==> src/rtl/logic_ops_pkg.sv <==
`default_nettype none
// ============================================================================
// Module   : logic_ops_pkg
// Brief    : Shared constants and helpers for the integer ALU logic-op gates.
// Revision : 1.0
// ============================================================================
package logic_ops_pkg;

    localparam int LOGIC_W = 4;

    // Ceiling log2 used to size counters that must hold the value v-1.
    function automatic int clog2(input int v);
        int r;
        r = 0;
        while ((r < 31) && ((1 << r) < v)) begin
            r = r + 1;
        end
        return r;
    endfunction

    // Width-generic population count; callers zero-extend narrower vectors.
    function automatic logic [5:0] popcount(input logic [31:0] v);
        logic [5:0] n;
        n = '0;
        for (int i = 0; i < 32; i++) begin
            n = n + 6'(v[i]);
        end
        return n;
    endfunction

endpackage : logic_ops_pkg
`default_nettype wire

==> src/rtl/or_gate_bit.sv <==
`default_nettype none
// ============================================================================
// Module   : or_gate_bit
// Brief    : Single-bit OR cell.
// Revision : 1.0
// ============================================================================
module or_gate_bit (
    input  logic a,
    input  logic b,
    output logic o
);

    assign o = a | b;

endmodule : or_gate_bit
`default_nettype wire

==> src/rtl/or_gate_4bit.sv <==
`default_nettype none
// ============================================================================
// Module   : or_gate_4bit
// Brief    : WIDTH-bit OR with combinational result plus registered copy,
//            any/change flags. OR_GATE_STATS_EN adds registered popcount cnt_q.
// Revision : 1.0
// ============================================================================
module or_gate_4bit
    import logic_ops_pkg::*;
#(
    parameter int WIDTH = LOGIC_W
) (
    input  logic             clk,
    input  logic             rst_n,
    input  logic [WIDTH-1:0] x,
    input  logic [WIDTH-1:0] y,
    output logic [WIDTH-1:0] o,
    output logic [WIDTH-1:0] o_q,
    output logic             any_q,
    output logic             chg_q
`ifdef OR_GATE_STATS_EN
    ,
    output logic [clog2(WIDTH+1)-1:0] cnt_q
`endif
);

    logic [WIDTH-1:0] w_or;
    logic [WIDTH-1:0] r_o_q;
    logic             r_any_q;
    logic             r_chg_q;

    genvar gi;
    generate
        for (gi = 0; gi < WIDTH; gi++) begin : g_bit
            or_gate_bit u_bit (
                .a (x[gi]),
                .b (y[gi]),
                .o (w_or[gi])
            );
        end
    endgenerate

    // Result path is independent of clk and rst_n, so it stays valid in reset.
    assign o = w_or;

    always_ff @(posedge clk or negedge rst_n) begin
        if (!rst_n) begin
            r_o_q   <= '0;
            r_any_q <= 1'b0;
            r_chg_q <= 1'b0;
        end else begin
            r_o_q   <= w_or;
            r_any_q <= |w_or;
            r_chg_q <= (w_or != r_o_q);
        end
    end

    assign o_q   = r_o_q;
    assign any_q = r_any_q;
    assign chg_q = r_chg_q;

`ifdef OR_GATE_STATS_EN
    localparam int c_CNT_W = clog2(WIDTH + 1);

    logic [c_CNT_W-1:0] w_pop;
    logic [c_CNT_W-1:0] r_cnt_q;

    assign w_pop = c_CNT_W'(popcount(32'(w_or)));

    always_ff @(posedge clk or negedge rst_n) begin
        if (!rst_n) begin
            r_cnt_q <= '0;
        end else begin
            r_cnt_q <= w_pop;
        end
    end

    assign cnt_q = r_cnt_q;
`endif

endmodule : or_gate_4bit
`default_nettype wire

==> config.mk <==
export PLATFORM = sky130hd
export DESIGN_NAME = or_gate_4bit
export DESIGN_NICKNAME = d
export VERILOG_FILES = /design/src/rtl/logic_ops_pkg.sv /design/src/rtl/or_gate_bit.sv /design/src/rtl/or_gate_4bit.sv
export SDC_FILE = /design/constraint.sdc
export NUM_CORES = 1
export LEC_CHECK = 0
export ABC_AREA = 0
export CELL_PAD_IN_SITES_DETAIL_PLACEMENT = 0
export CELL_PAD_IN_SITES_GLOBAL_PLACEMENT = 2
export CORE_MARGIN = 4
export CORE_UTILIZATION = 15
export CTS_CLUSTER_DIAMETER = 200
export DETAILED_ROUTE_END_ITERATION = 10
export PLACE_DENSITY = 0.67
export REMOVE_ABC_BUFFERS = 1
export SYNTH_ARGS = -nofsm -noshare
export SYNTH_HDL_FRONTEND = slang
export SYNTH_SLANG_ARGS = --single-unit
==> constraint.sdc <==
create_clock -name clk -period 0.85 [get_ports clk]
set_clock_uncertainty 0.1 [all_clocks]
set_input_delay 0.255 -clock clk [delete_from_list [all_inputs] [get_ports clk]]
set_output_delay 0.255 -clock clk [all_outputs]
set_load 0.03 [all_outputs]
==> metrics <==
status finished, violations left; violated checks negative setup slack; DRT Wirelength around 760 um; Overall Global Routing Usage 7.04%; largest net degree at the start of global routing 4; clock latency on the worst-skew pair roughly 0.25 ns; Hold Crit Class in2reg; GR Overflow Total 0; setup TNS -2.35 ns; Worst setup EP type output port; die footprint 0.00253 sq mm; Yosys reg bits 6; Die Width around 50 um; worst vdd ir ~0.0006 V; Fin. Hold Viols 0; synth warn 0; initial antenna violation count 0; Post-synth ARST share 100%; reg2reg start o_q[2]; Cell Area, Synth 268 sq um; multi-input logic area 92.6 sq um; gpl congestion around 0.66; FF+latch area 150 sq um; max incr delay on CP between 0.3 and 0.4 ns; Pre-antenna DRT Iters 1; routed vias/inst ~3.3; Layout Nets around 80; Die H 50.3 um; Leak ~0.35 nW; CTS max path bufs 2; average wire per standard cell ~8.4 um; P&R area growth vs syn 176%; DRC viols 0; Max transition margin around nine tenths; Final setup viols 12; top cells by count, synth 6 x dfrtp_1, 4 x buf_4, 4 x inv_1, 4 x nor2_2, 4 x xor2_1; RSZ-0062 raised after global routing true; Initial Util 15.7%; Worst-Margin Slew 0.131 ns; io pins 20; ant diodes 0; Layout fillers 173; fin cells slightly above 90; CTS tree built; worst hold margin ~0.093 ns; Num CTS Buffers 3; clock period minus worst slack between 1 and 1.5 ns; r2r worst-path depth 3; maximum clock rate between 800 and 900 MHz; register area share after synthesis 56.1%; layout cell share with drive strength beyond 1 80.3%; WP data arrival between 0.7 and 0.8 ns; max-slew violation count 0; hold_buf cts 0; max-capacitance violation count 0; WP buf/inv 1; top_reg_cell synth dfrtp_1; DR vias 300; Post-DP HPWL 519 um; DRC marker count from the first detailed-route iteration 0; Num Clock Sinks 6; count of cell types in the netlist 6; largest cells by area after synthesis dfrtp_1 56%, xor2_1 13%, buf_4 11%, nor2_2 9.3%, inv_1 5.6%; worst hold stages 3; Required @ worst endpoint 0.49 ns; syn avg cell area between 10 and 15 sq um; H-tree depth 1; total power after layout around 0.90 mW; end of the worst hold path o_q[0]; Worst Min Path Start y[0]; first-pass GRT wire length approximately 1.3 mm; delay-heaviest family, CP flip-flops; Core ar. about 0.0017 sq mm; power per cell area 1220 mW/mm^2; site row count 15; Synth Instances 24; Final WS setup -0.293 ns; Worst R2R Setup Slack -0.12 ns; vias in the first global route around 320; Crit Reg-Reg Endpoint chg_q; Slowest-stage cell, CP dfrtp_1; number of flops mapped to enable cells by yosys 0; critical-path cell list buf_6; Post-Place Setup Slack -0.552 ns; critical path peak fanout 2; Synth area leader dfrtp_1; Setup Crit Path Kind reg2out; ANT nets after route 0; Clock Tree Root clkbuf_4; CP Launch Type register; port buffer count 19; final worst-path cycle share 134%; Yosys top cell area share between 50% and 60%; clock-pin slew on the worst setup and hold paths 0.05 ns; dpl cells 74; most frequent cell after synthesis dfrtp_1
==> placed cells by master (no fill, tap or decap), drive strengths merged <==
master / synthesis / routed
nor2: 4 / 4
clkbuf: 0 / 3
xor2: 4 / 4
nand4: 2 / 2
dfrtp: 6 / 6
clkdlybuf4s50: 0 / 1
inv: 4 / 4
buf: 4 / 42
==> layer usage <==
layer | global-route usage [%] | part of all wire (%)
met5 | 0 | 0
met3 | 2.08 | 7.5
met2 | 12.2 | 52
met1 | 6.91 | 38
met4 | 5.53 | 2.2
==> stage by stage <==
stage               util (%)  cell area (sq um)
CTS                     42.0                717
floorplan                  -                238
global placement        29.8                509
detailed placement      29.8                509
global route            43.2                738
finish                  43.2                738
==> layout make-up <==
type	instances	area share, %
clock buffer	3	3.05
multi-input combinational	10	12.5
timing repair buffer	43	57.8
tap	25	4.24
sequential	6	20.3
inverter	4	2.03
==> power by group <==
group	leakage [nW]	switching, mW	internal [mW]
clock network	0.0138	0.118	0.161
logic	0.278	0.124	0.186
registers	0.0596	0.00937	0.301
==> repair_timing <==
| action | CTS | global route |
|---|---|---|
| setup buffers | 16 | 2 |
| setup endpoints to repair | 14 | 12 |
| gates resized for setup | 57 | 4 |
| cloned | 0 | 0 |
| pin swaps | 9 | 4 |
==> cells by family (layout without fill, tap and decap cells) <==
logic type | after synthesis | count (layout) | synth area share [%]
XOR/XNOR | 4 | 4 | 13.1
flip-flops | 6 | 6 | 56.1
buffers and inverters | 8 | 50 | 16.8
AND/OR/NAND/NOR | 6 | 6 | 14.0
==> flip-flops by register name, indices dropped and copies added (netlist names) <==
name and cells:
chg_q 1, o_q 4, any_q 1
==> worst max-delay path by stage <==
stage	from	to	depth (start not counted)
final	o_q[2]	o_q[2]	1
after global placement	y[2]	chg_q	5
after CTS	o_q[2]	o_q[2]	1
after global routing	o_q[1]	o_q[1]	1
after detailed placement	y[1]	chg_q	5
after floorplan	o_q[0]	chg_q	2
Note: power is estimated with default switching activity, not from simulation.
